`src/rtl/hero_bus_arbiter.sv`:
```
// Round-robin arbiter sharing one hero write bus among N_REQ requesters.
// A grant is held for a whole transaction and force-released after MAX_BEATS accepted beats.
`timescale 1ns/1ps
module hero_bus_arbiter #(
  parameter int N_REQ      = 4,
  parameter int HERO_WIDTH = 36,
  parameter int SUB_W      = 8,
  parameter int MAX_BEATS  = 16,
  parameter int ID_W       = $clog2(N_REQ)
) (
  input  logic                        clk,
  input  logic                        rst,
  input  logic [2*N_REQ-1:0]          req_ct_i,
  input  logic [HERO_WIDTH*N_REQ-1:0] req_wdat_i,
  input  logic [SUB_W*N_REQ-1:0]      req_sub_i,
  input  logic [N_REQ-1:0]            req_clk_en_i,
  output logic [N_REQ-1:0]            req_rdy_o,
  output logic [1:0]                  hero_ct_o,
  output logic [HERO_WIDTH-1:0]       hero_wdat_o,
  output logic [SUB_W-1:0]            hero_sub_o,
  output logic                        hero_clk_en_o,
  input  logic                        hero_rdy_i,
  output logic                        hero_gnt_vld_o,
  output logic [ID_W-1:0]             hero_gnt_id_o,
  output logic                        err_overlong_o
);

  localparam int CNT_W = $clog2(MAX_BEATS + 1);
  localparam logic [1:0] CT_IDLE  = 2'd0;
  localparam logic [1:0] CT_VALID = 2'd1;
  localparam logic [1:0] CT_DONE  = 2'd2;
  localparam logic [ID_W-1:0]  LAST_RST = ID_W'(N_REQ - 1);
  localparam logic [CNT_W-1:0] CNT_LAST = CNT_W'(MAX_BEATS - 1);

  typedef enum logic {ST_ARB = 1'b0, ST_LOCK = 1'b1} state_e;

  state_e            state_q, state_d;
  logic [ID_W-1:0]   last_q, last_d;
  logic [ID_W-1:0]   gnt_id_q, gnt_id_d;
  logic              gnt_vld_q, gnt_vld_d;
  logic [CNT_W-1:0]  cnt_q, cnt_d;
  logic              err_q, err_d;

  logic [N_REQ-1:0]      requesting_s;
  logic [ID_W-1:0]       scan_idx_s [N_REQ];
  logic                  win_found_s;
  logic [ID_W-1:0]       win_id_s;
  logic [1:0]            sel_ct_s;
  logic [HERO_WIDTH-1:0] sel_wdat_s;
  logic [SUB_W-1:0]      sel_sub_s;
  logic                  sel_clk_en_s;
  logic                  accept_s;

  // Code 3 is illegal and behaves exactly like IDLE everywhere.
  function automatic logic is_active(input logic [1:0] ct);
    return (ct == CT_VALID) || (ct == CT_DONE);
  endfunction

  // Per-requester request decode and rotated scan order starting after last winner.
  always_comb begin
    requesting_s = '0;
    for (int i = 0; i < N_REQ; i++) begin
      requesting_s[i] = is_active(req_ct_i[2*i +: 2]);
      scan_idx_s[i]   = ID_W'((int'(last_q) + i + 1) % N_REQ);
    end
  end

  // Walk the scan order from lowest priority to highest so the first hit wins.
  always_comb begin
    win_found_s = 1'b0;
    win_id_s    = '0;
    for (int k = N_REQ - 1; k >= 0; k--) begin
      win_found_s = win_found_s | requesting_s[scan_idx_s[k]];
      win_id_s    = requesting_s[scan_idx_s[k]] ? scan_idx_s[k] : win_id_s;
    end
  end

  // Field mux selected by the registered grant.
  always_comb begin
    sel_ct_s     = CT_IDLE;
    sel_wdat_s   = '0;
    sel_sub_s    = '0;
    sel_clk_en_s = 1'b0;
    for (int i = 0; i < N_REQ; i++) begin
      sel_ct_s     = (gnt_id_q == ID_W'(i)) ? req_ct_i[2*i +: 2] : sel_ct_s;
      sel_wdat_s   = (gnt_id_q == ID_W'(i)) ? req_wdat_i[HERO_WIDTH*i +: HERO_WIDTH] : sel_wdat_s;
      sel_sub_s    = (gnt_id_q == ID_W'(i)) ? req_sub_i[SUB_W*i +: SUB_W] : sel_sub_s;
      sel_clk_en_s = (gnt_id_q == ID_W'(i)) ? req_clk_en_i[i] : sel_clk_en_s;
    end
  end

  // Bus outputs and per-requester ready, all quiet unless a grant is held.
  always_comb begin
    hero_ct_o     = CT_IDLE;
    hero_wdat_o   = '0;
    hero_sub_o    = '0;
    hero_clk_en_o = 1'b0;
    req_rdy_o     = '0;
    if (gnt_vld_q) begin
      hero_ct_o     = is_active(sel_ct_s) ? sel_ct_s : CT_IDLE;
      hero_wdat_o   = sel_wdat_s;
      hero_sub_o    = sel_sub_s;
      hero_clk_en_o = sel_clk_en_s;
      for (int i = 0; i < N_REQ; i++) begin
        req_rdy_o[i] = (gnt_id_q == ID_W'(i)) & hero_rdy_i;
      end
    end else begin
      hero_ct_o     = CT_IDLE;
      req_rdy_o     = '0;
    end
  end

  assign accept_s       = gnt_vld_q && is_active(sel_ct_s) && hero_rdy_i;
  assign hero_gnt_vld_o = gnt_vld_q;
  assign hero_gnt_id_o  = gnt_id_q;
  assign err_overlong_o = err_q;

  // Next-state logic: arbitrate in ARB, count beats and release in LOCK.
  always_comb begin
    state_d   = state_q;
    last_d    = last_q;
    gnt_id_d  = gnt_id_q;
    gnt_vld_d = gnt_vld_q;
    cnt_d     = cnt_q;
    err_d     = 1'b0;
    case (state_q)
      ST_ARB: begin
        if (win_found_s) begin
          state_d   = ST_LOCK;
          gnt_id_d  = win_id_s;
          gnt_vld_d = 1'b1;
          cnt_d     = '0;
        end else begin
          gnt_vld_d = 1'b0;
        end
      end
      ST_LOCK: begin
        // DONE on the last allowed beat is a clean release, not an overlong error.
        if (accept_s && ((sel_ct_s == CT_DONE) || (cnt_q == CNT_LAST))) begin
          state_d   = ST_ARB;
          gnt_vld_d = 1'b0;
          last_d    = gnt_id_q;
          cnt_d     = '0;
          err_d     = (sel_ct_s != CT_DONE);
        end else if (accept_s) begin
          cnt_d = cnt_q + CNT_W'(1);
        end else begin
          cnt_d = cnt_q;
        end
      end
      default: begin
        state_d   = ST_ARB;
        gnt_vld_d = 1'b0;
      end
    endcase
  end

  // State registers with asynchronous reset.
  always_ff @(posedge clk or posedge rst) begin
    if (rst) begin
      state_q   <= ST_ARB;
      last_q    <= LAST_RST;
      gnt_id_q  <= '0;
      gnt_vld_q <= 1'b0;
      cnt_q     <= '0;
      err_q     <= 1'b0;
    end else begin
      state_q   <= state_d;
      last_q    <= last_d;
      gnt_id_q  <= gnt_id_d;
      gnt_vld_q <= gnt_vld_d;
      cnt_q     <= cnt_d;
      err_q     <= err_d;
    end
  end

endmodule

```
`config.mk`:
```
export PLATFORM = sky130hd
export DESIGN_NAME = hero_bus_arbiter
export DESIGN_NICKNAME = d
export VERILOG_FILES = /design/src/rtl/hero_bus_arbiter.sv
export SDC_FILE = /design/constraint.sdc
export NUM_CORES = 1
export LEC_CHECK = 0
export BUFFER_PORTS_ARGS = -buffer_cell sky130_fd_sc_hd__buf_2
export CAP_MARGIN = 10
export CORE_AREA = 2 2 96 98
export CTS_BUF_LIST = sky130_fd_sc_hd__clkbuf_2
export CTS_CLUSTER_SIZE = 16
export DETAILED_ROUTE_END_ITERATION = 6
export DIE_AREA = 0 0 98 100
export GPL_ROUTABILITY_DRIVEN = 1
export PLACE_DENSITY = 0.69
export SETUP_SLACK_MARGIN = 0.05
export SLEW_MARGIN = 10
export SYNTH_ARGS = -nofsm -noshare
export SYNTH_HDL_FRONTEND = slang
export SYNTH_SLANG_ARGS = --single-unit
```
`constraint.sdc`:
```
create_clock -name clk -period 3.62 [get_ports clk]
set_clock_uncertainty 0.05 [all_clocks]
set_input_delay 0 -clock clk [delete_from_list [all_inputs] [get_ports clk]]
set_output_delay 0 -clock clk [all_outputs]
set_load 0.01 [all_outputs]
```
### After elaboration in Yosys (flattened, before gate mapping)

Cells that the tools add are included.

* equality and inequality tests: 18
* magnitude comparators: 4
* reduce and logical (&&, ||, !) cells: 13
* add/subtract/negate cells: 7
* bitwise gates (word level): 8
* mux-type cells: 45

Operator list (number)
* $mux 36: 5
* $mux 8: 5
* $mux 2: 10
* $mux 5: 3
* $eq 2x2->1 const B: 7
* $mux 1: 14
* $eq 2x1->1 const B: 6
* $lt 2x3->1 const B: 4
* $pmux 5 s2: 1
* $add 2x1->2 const B: 4
* $bmux 1 s2: 4
* $logic_or 1x1->1: 6
* $reduce_and 2->1: 3
* $add 5x1->5 const B: 1
* $eq 5x4->1 const B: 1
* $add 2x2->2 const B: 2
* $and 1x1->1: 4
* $mux 4: 1
* $ne 2x2->1 const B: 2
* $pmux 1 s2: 2
* $logic_and 1x1->1: 3
* $ne 3x1->1 const B: 1
* $or 1x1->1: 3
* $logic_not 2->1: 1
* other kinds (2): 2

* bits in registers: 12
* output and inout port bits: 55
* logic and storage cells: 101
* input port bits: 191

### Logic depth before layout (Yosys ltp)

* depth in word-level cells: 12
* gate-level depth with buffers: 9

### Worst setup path after synthesis

No wires, ideal clock.

* kind: flip-flop to flip-flop
* start point: register gnt_id_q[0] (netlist: hero_gnt_id_o[0])
* end point: register cnt_q[2]
* arrival time: 2.571 ns
* path buffers: 2
* stages on the path, launching flop included: 9
* data required time: 3.491 ns
* path slack: 0.920 ns
* cells stage by stage: dfrtp_1 > buf_2 > buf_2 > mux4_2 > ha_1 > nand4b_4 > nand2b_4 > or3b_1 > a21oi_1

* cells in the longest elaborated chain, start to end: 12

RTL lines
* from (decl): line 39 `logic [ID_W-1:0] gnt_id_q, gnt_id_d;`
* from (signal assigned): line 170 `gnt_id_q <= gnt_id_d;`
* $logic_not 2->1: line 85 `sel_ct_s = (gnt_id_q == ID_W'(i)) ? req_ct_i[2*i +: 2] : sel_ct_s;`
* $mux 2 (3 in a row): line 85
* $mux 2 (*): line 85
* $eq 2x1->1 or $eq 2x2->1 (tied branches): line 56, 139
* $logic_or 1x1->1: line 56 `return (ct == CT_VALID) || (ct == CT_DONE);`
* $logic_and 1x1->1 (2 in a row): line 113 `assign accept_s = gnt_vld_q && is_active(sel_ct_s) && hero_rdy_i;`
* $logic_and 1x1->1: line 139 `if (accept_s && ((sel_ct_s == CT_DONE) || (cnt_q == CNT_LAST))) begin`
* $mux 5 or $ne 3x1->1 (tied branches)
* $pmux 5 s2 or $reduce_and 2->1 (tied branches)
* to (signal assigned): line 172 `cnt_q <= cnt_d;`
* to (decl): line 41 `logic [CNT_W-1:0] cnt_q, cnt_d;`

Mark *: on every way between the ends. The rest lies on a longest branch, timed or not.
A chain may end at the register's enable or synchronous reset.

### Worst setup path in the final report

Same ends and word-level chain as after synthesis.

==> key figures <==
GRT
  • Largest net degree at the start of global routing: a little under 50
  • Global-route wire length before repair: between 10 and 15 mm
  • Initial antenna violation count: 0
  • Global route overflow: 0
  • Number of global-route vias before repair: roughly 2600
  • Gr usage total: between 10% and 20%

Floorplan
  • Area of the die: between 9000 and 10000 um2
  • Starting Density: between 20% and 30%
  • Core area: ~8900 um2
  • IO Count: approximately 250
  • # rows: 35
  • Chip width: about 98 um
  • Die Span Y: 100 um

STA
  • Rel. slew slack: 43.9%
  • Unrepaired setup endpoints after global routing: false
  • Final Hold Vio Count: 0
  • PnR worst setup slack: between 0.8 and 0.9 ns
  • Worst-margin pin slew: approximately 0.84 ns
  • Slew Limit Fails: 0
  • Final period util: between 70% and 80%
  • Setup violators final: 0
  • Final Critical Period: 2.76 ns
  • Setup TNS: 0 ns
  • Max Fclk: between 0.3 and 0.4 GHz

Critical path
  • CP Data Arrival Time: 2.91 ns
  • Critical path class: reg -> reg
  • Critical Path Source Type: flop
  • Setup crit end kind: flop
  • CP max stage delay: 0.74 ns
  • R2R setup slack: between 0.8 and 0.9 ns
  • CP max FO: 25
  • Data required, critical path: approximately 3.8 ns
  • End point of the critical path: cnt_q[2]$_DFFE_PP0P_
  • Crit path from: hero_gnt_id_o[0]$_DFFE_PP0P_
  • FF-to-FF Start: hero_gnt_id_o[0]$_DFFE_PP0P_
  • RR Endpoint: cnt_q[2]$_DFFE_PP0P_
  • R2R depth: 6
  • Crit path cell chain: mux4_2 > ha_1 > nand4b_4 > nand2b_4 > or3b_1 > a21oi_1
  • Slowest CP cell: dfrtp_4

Place
  • Input/output buffers: roughly 250
  • Placer Congestion: slightly above 0.9
  • Hpwl dp: a little over 8 mm
  • Pre-CTS setup slack: 0.861 ns
  • DP Area: 3570 um2

Power
  • Power density over the cells: 590 nW/um2
  • Leak: roughly 1.9 nW
  • Max IR drop VDD: around 0.47 mV

Yosys
  • Yosys warnings: 0
  • Main synth FF type: dfrtp_1
  • Flops & latches, synth: 12
  • Net Count, Synth: a little under 400
  • Post-synth EDFFs: 0
  • Library cells used by synthesis: 39
  • Cell area after synthesis: ~2300 um2
  • Average cell area after synthesis: roughly 12 um2
  • Post-synthesis sequential area ratio: between 10% and 20%
  • Post-Syn Instances: 198
  • Share of flip-flops with an asynchronous set or reset: 100%

Clock network
  • TritonCTS clock tree: done
  • CTS Sinks: 12
  • Num CTS Buffers: 3
  • Clock Path Buffers: 2
  • Post-CTS sizing: 0
  • CTS Root Cell: clkbuf_2
  • Reg clk slew, reported paths: approximately 0.13 ns
  • H-tree depth: 1
  • Clk Latency, worst-skew pair: about 0.26 ns

Final layout
  • Most frequent cells in the layout: 245 x buf_2, 48 x and2_1, 47 x mux4_2
  • # diodes: 0
  • Final instance area: 3600 um2
  • Final #Nets: 630
  • Most common cell after layout, fill and taps aside: buf_2
  • Layout overhead on the synthesized area: 57.5%
  • Share of layout cells above drive strength 1: 71.6%
  • Core occupancy in the finished layout: about two fifths
  • FILL cells: 878

Route
  • DR vias: around 2700
  • Via-to-Cell Ratio: around 5.0
  • First-pass detailed-route iteration total: 4
  • Drt total wl: ~9.3 mm
  • Drc violations: 0
  • Final ANT Viol Nets: 0
  • Drt wl/cell: roughly 17 um
  • Drt initial violations: ~130

Hold path
  • Worst min-delay path class: in -> reg
  • Hold path start: hero_rdy_i

Status
  • Status: finished, final reports clean

Run
  • Max-cap violations: 0
## report_power, final
part	switching [mW]	internal, mW
registers	0.155	0.184
clock network	0.0479	0.0293
logic	0.765	0.945
## critical path, delay by kind of cell, from the launching register on
family | cells | cell delay, ns
AND/OR/NAND/NOR | 3 | 0.82
flip-flops | 1 | 0.74
multiplexers | 1 | 0.60
adder cells (fa/ha/maj) | 1 | 0.35
AO/OA/AOI/OAI | 1 | 0.14
## registers in the layout, summed over array words and instances (netlist names)
name / flops
cnt_q: 5
hero_gnt_id_o: 2
last_q: 2
err_overlong_o: 1
hero_gnt_vld_o: 1
state_q: 1
## repair_timing
action,4_1_cts,5_1_grt
hold endpoints to repair,10,0
buffers inserted,0,0
hold buffers,1,0
## worst min path at each step
stage                     depth (start not counted)                        to
after global routing                              3  err_overlong_o$_DFF_PP0_
after global placement                            2      cnt_q[0]$_DFFE_PP0P_
after detailed placement                          2      cnt_q[0]$_DFFE_PP0P_
after floorplan                                   1      cnt_q[0]$_DFFE_PP0P_
after CTS                                         3  err_overlong_o$_DFF_PP0_
final                                             3  err_overlong_o$_DFF_PP0_
## metal layers
layer | part of all wire, % | global-route usage [%] | vias to the layer above
met5 | 0 | 0 | -
met4 | 0.84 | 2.03 | 0
met3 | 7.5 | 3.13 | 8
met2 | 51 | 29.6 | 140
met1 | 41 | 23.2 | 1326
li1 | - | - | 1244
## final cells by class
| cell class | count | area (um2) | share of cell area (%) |
|---|---|---|---|
| clock buffer | 4 | 20.0 | 0.556 |
| inverter | 7 | 26.3 | 0.729 |
| multi-input combinational | 161 | 1850 | 51.4 |
| sequential | 12 | 308 | 8.54 |
| tap | 111 | 139 | 3.85 |
| timing repair buffer | 249 | 1260 | 34.9 |
## through the flow
step,power (mW),std cells,hold slack [ns]
detailed placement,2.08,539,-0.00492
global placement,2.04,539,-0.0175
global route,2.31,544,0.0343
finish,2.13,544,0.0365
floorplan,1.54,198,-0.187
CTS,2.16,544,0.0287
## cells in the mapped netlist (all sizes together) (2+ instances only)
| library cell | n | share of area, % |
|---|---|---|
| nor2 | 7 | 1.9 |
| nand3 | 5 | 1.1 |
| xnor2 | 4 | 1.9 |
| buf | 11 | 3.5 |
| inv | 7 | 1.1 |
| dfstp | 2 | 2.3 |
| clkbuf | 7 | 1.1 |
| nand2 | 8 | 1.3 |
| ha | 5 | 2.7 |
| mux4 | 47 | 46 |
| xor2 | 3 | 1.1 |
| dfrtp | 10 | 11 |
| o21ai | 6 | 1.3 |
| a21oi | 5 | 1.1 |
| nor3 | 3 | 0.66 |
| nand4b | 2 | 1.4 |
| and2 | 48 | 13 |
## cell families after synthesis
kind of cell,count (synthesis),synth area share [%]
AO/OA/AOI/OAI,21,6.40
XOR/XNOR,7,3.01
adder cells (fa/ha/maj),5,2.74
buffers and inverters,25,5.80
flip-flops,12,13.2
multiplexers,49,47.2
AND/OR/NAND/NOR,79,21.6
(Power assumes the default switching activity.)
